==> src/rtl/max7219_pkg.sv <==
// max7219_pkg: MAX7219 register map, driver FSM states and SPI word helpers.
package max7219_pkg;
   localparam logic [3:0] REG_NOOP       = 4'h0;
   localparam logic [3:0] REG_DIGIT0     = 4'h1;
   localparam logic [3:0] REG_DECODE     = 4'h9;
   localparam logic [3:0] REG_INTENSITY  = 4'hA;
   localparam logic [3:0] REG_SCAN_LIMIT = 4'hB;
   localparam logic [3:0] REG_SHUTDOWN   = 4'hC;
   localparam logic [3:0] REG_TEST       = 4'hF;

   typedef enum logic [2:0] {S_INIT, S_IDLE, S_LOAD, S_SHIFT, S_GAP} state_t;

   function automatic logic [15:0] build_word(input logic [3:0] addr, input logic [7:0] data);
      return {4'h0, addr, data};
   endfunction

   // lowest set position, 0 when empty
   function automatic logic [2:0] first_set(input logic [7:0] m);
      logic [2:0] r;
      r = 3'd0;
      for (int i = 7; i >= 0; i--)
         if (m[i]) r = 3'(i);
      return r;
   endfunction
endpackage

==> src/rtl/max7219_frame_driver_spi_word_tx.sv <==
// spi_word_tx: 16-bit MSB-first SPI word shifter, CLK_DIV clk cycles per SCK half-period.
module spi_word_tx #(
   parameter int CLK_DIV = 2
) (
   input  logic        clk,
   input  logic        res,
   input  logic        start,
   input  logic [15:0] word,
   output logic        cs,
   output logic        sck,
   output logic        mosi,
   output logic        done
);
   localparam int DW = CLK_DIV > 1 ? $clog2(CLK_DIV) : 1;
   logic [15:0]   sr;
   logic [3:0]    bits;
   logic [DW-1:0] dcnt;
   logic          tick;
   assign tick = dcnt == DW'(CLK_DIV - 1);
   assign done = !cs && sck && tick && bits == 4'd0;
   // zeros shift in behind the word, so mosi returns low after bit 0
   assign mosi = sr[15];
   always_ff @(posedge clk or posedge res)
      if (res) begin
         cs   <= 1'b1;
         sck  <= 1'b0;
         sr   <= '0;
         bits <= '0;
         dcnt <= '0;
      end else if (cs) begin
         if (start) begin
            cs   <= 1'b0;
            sr   <= word;
            bits <= 4'd15;
            dcnt <= '0;
         end
      end else begin
         dcnt <= tick ? '0 : dcnt + 1'b1;
         if (tick) begin
            sck <= !sck;
            if (sck) begin
               sr   <= sr << 1;
               bits <= bits - 1'b1;
               cs   <= bits == 4'd0;
            end
         end
      end
endmodule

==> src/rtl/max7219_frame_driver.sv <==
// max7219_frame_driver: MAX7219 init sequence, intensity tracking and frame-to-SPI sequencing.
// Define MAX7219_DIFF_UPDATE_EN to send only digit positions that changed since last sent.
module max7219_frame_driver
   import max7219_pkg::*;
#(
   parameter int NUM_DIGITS = 6,
   parameter int CLK_DIV    = 2,
   parameter int CS_GAP     = 4
) (
   input  logic                    clk,
   input  logic                    res,
   input  logic                    frame_valid,
   output logic                    frame_ready,
   input  logic [4*NUM_DIGITS-1:0] digits,
   input  logic [NUM_DIGITS-1:0]   dp,
   input  logic [3:0]              intensity,
   output logic                    init_done,
   output logic                    busy,
   output logic                    cs,
   output logic                    sck,
   output logic                    mosi
);
   localparam int GW = CS_GAP > 1 ? $clog2(CS_GAP) : 1;
   state_t        state, nxt;
   logic [2:0]    idx;
   logic [7:0]    mask, rem, new_mask, dp_f;
   logic [31:0]   dig_f;
   logic [3:0]    int_reg;
   logic [GW-1:0] gcnt;
   logic [15:0]   word, int_word, init_word;
   logic          int_mode, int_pend, int_sel, hs, start, done, gap_end, last;
   assign int_pend = intensity != int_reg;
   assign hs       = state == S_IDLE && !int_pend && frame_valid;
   assign gap_end  = gcnt == GW'(CS_GAP - 1);
   assign rem      = mask & ~(8'd1 << idx);
   assign last     = !init_done ? idx == 3'd4 : int_mode || rem == 8'd0;
   assign int_sel  = int_mode || (!init_done && idx == 3'd4);
   assign int_word = build_word(REG_INTENSITY, {4'h0, intensity});
   assign init_word = idx == 3'd0 ? build_word(REG_SHUTDOWN, 8'h01) :
                      idx == 3'd1 ? build_word(REG_TEST, 8'h00) :
                      idx == 3'd2 ? build_word(REG_DECODE, 8'hFF) :
                      idx == 3'd3 ? build_word(REG_SCAN_LIMIT, 8'(NUM_DIGITS - 1)) : int_word;
   assign word = int_mode ? int_word : !init_done ? init_word :
                 build_word(REG_DIGIT0 + {1'b0, idx}, {dp_f[idx], 3'b000, dig_f[{idx, 2'b00} +: 4]});
`ifdef MAX7219_DIFF_UPDATE_EN
   logic [39:0] shadow;
   logic [7:0]  sh_valid;
   always_comb begin
      new_mask = 8'h00;
      for (int i = 0; i < NUM_DIGITS; i++)
         new_mask[i] = !sh_valid[i] || shadow[5*i +: 5] != {dp[i], digits[4*i +: 4]};
   end
   always_ff @(posedge clk or posedge res)
      if (res) begin
         shadow   <= '0;
         sh_valid <= '0;
      end else if (state == S_LOAD && init_done && !int_mode) begin
         shadow[5*idx +: 5] <= {dp_f[idx], dig_f[{idx, 2'b00} +: 4]};
         sh_valid[idx]      <= 1'b1;
      end
`else
   localparam logic [7:0] ALL = 8'((1 << NUM_DIGITS) - 1);
   assign new_mask = ALL;
`endif
   always_ff @(posedge clk or posedge res)
      if (res) state <= S_INIT;
      else state <= nxt;
   always_comb begin
      nxt         = state;
      frame_ready = 1'b0;
      start       = state == S_LOAD;
      busy        = !res && !(state == S_IDLE && !int_pend);
      case (state)
         S_INIT:  nxt = S_LOAD;
         S_IDLE: begin
            frame_ready = !int_pend;
            nxt = int_pend || (frame_valid && |new_mask) ? S_LOAD : S_IDLE;
         end
         S_LOAD:  nxt = S_SHIFT;
         S_SHIFT: nxt = done ? S_GAP : S_SHIFT;
         S_GAP:   nxt = !gap_end ? S_GAP : last ? S_IDLE : S_LOAD;
         default: nxt = S_INIT;
      endcase
   end
   always_ff @(posedge clk or posedge res)
      if (res) begin
         idx       <= '0;
         mask      <= '0;
         dig_f     <= '0;
         dp_f      <= '0;
         int_reg   <= '0;
         int_mode  <= 1'b0;
         init_done <= 1'b0;
         gcnt      <= '0;
      end else begin
         gcnt <= state == S_GAP ? gcnt + 1'b1 : '0;
         if (state == S_IDLE && int_pend) int_mode <= 1'b1;
         if (hs) begin
            dig_f <= 32'(digits);
            dp_f  <= 8'(dp);
            mask  <= new_mask;
            idx   <= first_set(new_mask);
         end
         if (state == S_LOAD && int_sel) int_reg <= intensity;
         if (state == S_GAP && gap_end) begin
            if (!init_done) begin
               init_done <= last;
               idx       <= last ? 3'd0 : idx + 1'b1;
            end else if (int_mode) int_mode <= 1'b0;
            else begin
               mask <= rem;
               idx  <= first_set(rem);
            end
         end
      end
   spi_word_tx #(.CLK_DIV(CLK_DIV)) u_tx (
      .clk(clk),
      .res(res),
      .start(start),
      .word(word),
      .cs(cs),
      .sck(sck),
      .mosi(mosi),
      .done(done)
   );
endmodule

==> config.mk <==
export PLATFORM = sky130hd
export DESIGN_NAME = max7219_frame_driver
export DESIGN_NICKNAME = d
export VERILOG_FILES = /design/src/rtl/max7219_pkg.sv /design/src/rtl/max7219_frame_driver_spi_word_tx.sv /design/src/rtl/max7219_frame_driver.sv
export SDC_FILE = /design/constraint.sdc
export NUM_CORES = 1
export LEC_CHECK = 0
export CORE_MARGIN = 2
export CORE_UTILIZATION = 51
export CTS_BUF_LIST = sky130_fd_sc_hd__clkbuf_4
export DETAILED_ROUTE_END_ITERATION = 8
export PLACE_DENSITY_LB_ADDON = 0.2
export SYNTH_ARGS = -nofsm -noshare
export SYNTH_HDL_FRONTEND = slang
export SYNTH_SLANG_ARGS = --single-unit
export TNS_END_PERCENT = 10
==> constraint.sdc <==
create_clock -name clk -period 2.9 [get_ports clk]
set_input_delay 0.87 -clock clk [delete_from_list [all_inputs] [get_ports clk]]
set_output_delay 0.87 -clock clk [all_outputs]
set_load 0.1 [all_outputs]
After elaboration in Yosys (flattened, before gate mapping)
Index checks and enable logic that the tools add are counted.
{"block": "word_totals", "reg_bits": 75, "latchBits": 0, "mem_bits_rw": 0, "romBits": 0, "input_bits": 37, "out_inout_bits": 6, "elab_cells": 116, "mem_count": 0}
{"block": "op_classes", "addsub": 5, "mul": 0, "n_div": 0, "order_cmp": 1, "n_eq_ne": 11, "n_shift": 2, "n_mux": 53, "bitwise_logic": 3, "reduce_logical": 27}
{"cell": "$mux 16", "n": 4}
{"cell": "$mux 3", "n": 15}
{"cell": "$mux 8", "n": 4}
{"cell": "$shiftx 32x6->4", "n": 1}
{"cell": "$mux 12", "n": 2}
{"cell": "$mux 11", "n": 2}
{"cell": "$mux 4", "n": 4}
{"cell": "$mux 1", "n": 15}
{"cell": "$pmux 3 s5", "n": 1}
{"cell": "$eq 3x2->1 const B", "n": 4}
{"cell": "$logic_and 1x1->1", "n": 10}
{"cell": "$mux 10", "n": 1}
{"cell": "$mux 9", "n": 1}
{"cell": "$and 8x8->8", "n": 1}
{"cell": "$logic_not 8->1", "n": 1}
{"cell": "$not 8->8", "n": 1}
{"cell": "$shl 1x3->8 const A", "n": 1}
{"cell": "$eq 3x1->1 const B", "n": 2}
{"cell": "$eq 3x3->1 const B", "n": 2}
{"cell": "$logic_not 1->1", "n": 6}
{"cell": "$logic_not 3->1", "n": 2}
{"cell": "$mux 2", "n": 3}
{"cell": "$add 1x3->4 const A", "n": 1}
{"cell": "$logic_not 4->1", "n": 1}
{"cell": "14 further kinds", "n": 17}

Depth between registers and ports, before layout
{"block": "logic_depth", "word_depth": 14, "ltp_mapped": 10, "depth_no_buf": 7}

Hierarchy
From an unflattened synthesis, not the netlist that was laid out.
{"block": "unflattened", "cells_unflattened": 348, "area_unflattened_um2": 4086.4}
{"module": "max7219_frame_driver", "instances": 1, "cells_per_inst": 261, "area_per_inst_um2": 2941.6, "seq_area_each_um2": 1301.2}
{"module": "spi_word_tx", "instances": 1, "cells_per_inst": 87, "area_per_inst_um2": 1144.8, "seq_area_each_um2": 576.8}

Least setup slack after synthesis
OpenSTA, ideal clock, no wires.
{"block": "synth_path", "kind": "input to output", "start": "input intensity[0]", "end": "output busy", "arrival_ns": 3.043, "required_ns": 2.030, "slack_ns": -1.013, "cell_stages": 5, "n_path_buf": 0, "path_cell_list": "xor2_1 > nor4_4 > nand2_1 > inv_1 > nor2_1"}
{"block": "synth_between", "elab_chain_cells": 5}
{"item": "start, declared", "line_no": "max7219_frame_driver.sv:16", "rtl": "input logic [3:0] intensity,"}
{"item": "$ne 4x4->1", "line_no": "max7219_frame_driver.sv:32", "rtl": "assign int_pend = intensity != int_reg;"}
{"item": "$logic_not 1->1", "line_no": "max7219_frame_driver.sv:72", "rtl": "busy = !res && !(state == S_IDLE && !int_pend);"}
{"item": "$logic_and 1x1->1", "line_no": "max7219_frame_driver.sv:72"}
{"item": "$logic_not 1->1", "line_no": "max7219_frame_driver.sv:72"}
{"item": "$logic_and 1x1->1", "line_no": "max7219_frame_driver.sv:72"}
{"item": "end, declared", "line_no": "max7219_frame_driver.sv:18", "rtl": "output logic busy,"}
Every way passes these cells.

Worst setup path in the final report
{"block": "layout_path", "start": "input intensity[2]", "end": "output busy"}
Same word-level chain as after synthesis.

==> summary.md <==
• **PnR Total Power** 1820 uW
• **end point of the critical path** busy
• **number of cells produced by synthesis** 412
• **area of the die** 8220 sq um
• **number of antenna-violating nets in the routed design** 0
• **register with the most flip-flops** dig_f
• **Stages on worst setup path** 7
• **number of flip-flops under the largest register name** 24
• **post-synth cell types** 53
• **cell area after placement** 4510 sq um
• **overall fraction of global-route tracks in use** 0.212
• **Layout Cells excl Fill** 566
• **cells along the critical path** buf_2, xor2_4, nor4_4, nand2_2, clkinvlp_4, nor2_4, buf_12
• **number of nets in the layout** 508
• **tightest slew margin relative to the limit** 0.603
• **post-route standard cell area excluding fillers** 4660 sq um
• **max capacitance violation total** 0
• **slowest cell on the critical path** sky130_fd_sc_hd__nor4_4
• **top flop regs** dig_f (24), u_tx.sr (16), mask (8)
• **Tmin final** 2.80 ns
• **sequential fraction of the synthesis area** 0.490
• **part of the cycle the worst path needs** 0.965
• **routability congestion estimate from global placement** 0.887
• **1st-pass router iterations** 4
• **maximum number of pins on one net before global-route repair** 76
• **Inst Count DP** 548
• **power per standard cell area** 390 nW/um^2
• **worst reg2reg startpoint** idx[1]
• **number of DRC violations after detailed routing** 0
• **CTS Buf Count** 9
• **Buf+Inv Stages, Crit Path** 3
• **post-CTS clock slew at the launch and capture registers of the worst setup and hold paths** 0.12 ns
• **drt first-iter violations** 226
• **number of slew-limit violations in the final report** 0
• **initial antenna violation count** 0
• **vias per std cell** 5.39
• **count of yosys warnings during synthesis** 0
• **Fin Clk Skew** 0.0128 ns
• **setup repair after global routing missed its margin** no
• **biggest area consumer among synthesized cells** sky130_fd_sc_hd__dfrtp_1
• **Setup crit end kind** primary output
• **Core ar.** 7250 sq um
• **layout cell share with drive strength beyond 1** 0.148
• **die height** 90.7 microns
• **Mean Syn Cell Area** 9.30 sq um
• **worst setup path class** input pin to primary output
• **H-tree depth** 3
• **required time of the worst setup path** 2.03 ns
• **Final Hold Fails** 0
• **clock root buffer master** sky130_fd_sc_hd__clkbuf_4
• **relative area change from synthesis to final layout** 21.7%
• **cells on worst reg2reg path** 6
• **register bit total from synthesis** 75
• **result of the run** finished clean
• **classification of the worst-slack hold path** flop to flop
• **slew of the pin with the lowest slew margin** 0.589 ns
• **Async SR Flop Fraction** 1.00
• **Placement Rows** 31
• **number of enable flip-flop cells after synthesis** 0
• **area share of the largest cell type after synthesis** 0.484
• **Congestion Overflow GR** 0
• **most common cell in the netlist** sky130_fd_sc_hd__nand2_1
• **TritonCTS clock tree** done
• **Final TNS setup** 0 ns
• **Clock Sink Count** 75
• **die extent in x** 90.7 microns
• **startpoint type of the worst setup path** input pin
• **worst ir drop on vdd** 0.203 mV
• **vias after detailed routing** 3053
• **crit path launch** intensity[2]
• **synthesized netlist net count** 458
• **Max Fanout on Critical Path** 2
• **largest stage delay on the critical path** 0.30 ns
• **most frequently used flop master after synthesis** sky130_fd_sc_hd__dfrtp_1
• **via count of the first global-routing pass** 2954
• **wire length of the first global-routing pass** 13.8 mm
• **final routed wire length divided by cell count** 14.6 microns
• **maximum clock rate** 357 MHz
• **most common library cells after synthesis** sky130_fd_sc_hd__nand2_1 (121), sky130_fd_sc_hd__dfrtp_1 (74), sky130_fd_sc_hd__o21ai_0 (30), sky130_fd_sc_hd__nor2_1 (21), sky130_fd_sc_hd__a21oi_1 (17)
• **final antenna diode count** 0
• **half-perimeter wire length of the detailed placement result** 5.92 mm
• **worst r2r dst** u_tx.sr[6]
• **number of top-level design ports** 43
• **Detailed Route WL** 8.29 mm
• **arrival time at the worst endpoint** 1.93 ns
• **static leakage** 0.00222 uW
• **Skew-Pair Late Insertion Delay** 0.44 ns
• **gate family responsible for the most delay along the worst path** simple AND/OR/NAND/NOR gates
• **largest cells by area after synthesis** sky130_fd_sc_hd__dfrtp_1 (48%), sky130_fd_sc_hd__nand2_1 (12%), sky130_fd_sc_hd__o21ai_0 (3.9%)
• **count of buffers from port buffering** 42
• **effective utilization at floorplan** 0.528
• **Clock Path Buffers** 2
• **Setup violations, final** 0
• **register-to-register path setup slack** 0.60 ns
• **synthesized area** 3830 sq um
-- how the worst min path moves through the flow --
stage	to	slack, ns	startpoint	cells after the start
2_1_floorplan	gcnt[0]	0.41	gcnt[0]	1
3_3_place_gp	gcnt[0]	0.42	gcnt[0]	1
4_1_cts	gcnt[0]	0.44	gcnt[0]	1
5_1_grt	gcnt[0]	0.46	gcnt[0]	1
3_5_place_dp	gcnt[0]	0.42	gcnt[0]	1
6_report	gcnt[0]	0.44	gcnt[0]	1
-- layout by cell type (no fill, tap or decap), types with 11 or more instances in the layout --
| cell type | n |
|---|---|
| sky130_fd_sc_hd__clkbuf_4 | 11 |
| sky130_fd_sc_hd__o21ai_0 | 30 |
| sky130_fd_sc_hd__buf_4 | 19 |
| sky130_fd_sc_hd__a21oi_1 | 17 |
| sky130_fd_sc_hd__inv_1 | 11 |
| sky130_fd_sc_hd__nor2_1 | 20 |
| sky130_fd_sc_hd__nand2_1 | 120 |
| sky130_fd_sc_hd__dfrtp_1 | 74 |
| sky130_fd_sc_hd__clkdlybuf4s50_1 | 32 |
| sky130_fd_sc_hd__nand2b_1 | 11 |
-- per-stage QoR --
step                 util  hold WS [ns]  setup WS (ns)
floorplan               -         0.408         -0.292
global placement    0.622         0.421         -0.330
detailed placement  0.622         0.425         -0.358
CTS                 0.643         0.442        0.00530
global route        0.642         0.457         0.0375
finish              0.642         0.438          0.102
-- report_power, final --
| part | leakage (uW) | switching, uW | internal, uW | total (uW) |
|---|---|---|---|---|
| sequential | 0.000994 | 4.89 | 1050 | 1050 |
| combinational | 0.00116 | 47.8 | 63.9 | 112 |
| clock | 0.0000697 | 369 | 285 | 654 |
-- layout make-up --
class	count	area (sq um)
clock buffers	11	82.6
clock inverters	5	61.3
fillers	615	2590
inverters	14	56.3
multi-input cells	303	1890
flip-flops and latches	75	1880
well taps	99	124
repair buffers	59	569
-- timing repair --
item,CTS,global route
pin swaps,1,1
hold buffers,0,0
resized for setup,12,3
setup endpoints to repair,2,2
endpoints found under the hold margin,0,0
setup buffers,1,1
-- kinds of logic after synthesis --
logic type                 after synthesis  synth area share
DFF                                     75             0.490
AOI/OAI and AO/OA                       85             0.149
buffers and inverters                   34            0.0389
adders and majority gates                9            0.0294
xor gates and xnor gates                 7            0.0160
and+or+nand+nor                        185             0.214
muxes                                   17            0.0621
-- per-layer routing --
metal,up-vias,global-route usage,share of wire
li1,1508,-,-
met1,1445,0.277,0.44
met2,86,0.348,0.50
met3,14,0.0392,0.046
met4,0,0.0936,0.016
met5,-,0,0
-- worst reg2reg max path, cell delays in order (launching register included) --
cell	delay (ns)
sky130_fd_sc_hd__dfrtp_1	0.55
sky130_fd_sc_hd__inv_1	0.18
sky130_fd_sc_hd__ha_1	0.32
sky130_fd_sc_hd__o21ba_2	0.27
sky130_fd_sc_hd__o41ai_2	0.56
sky130_fd_sc_hd__o21ai_0	0.18
sky130_fd_sc_hd__o21ai_0	0.19
No activity file was read; power rests on OpenSTA's default activity.
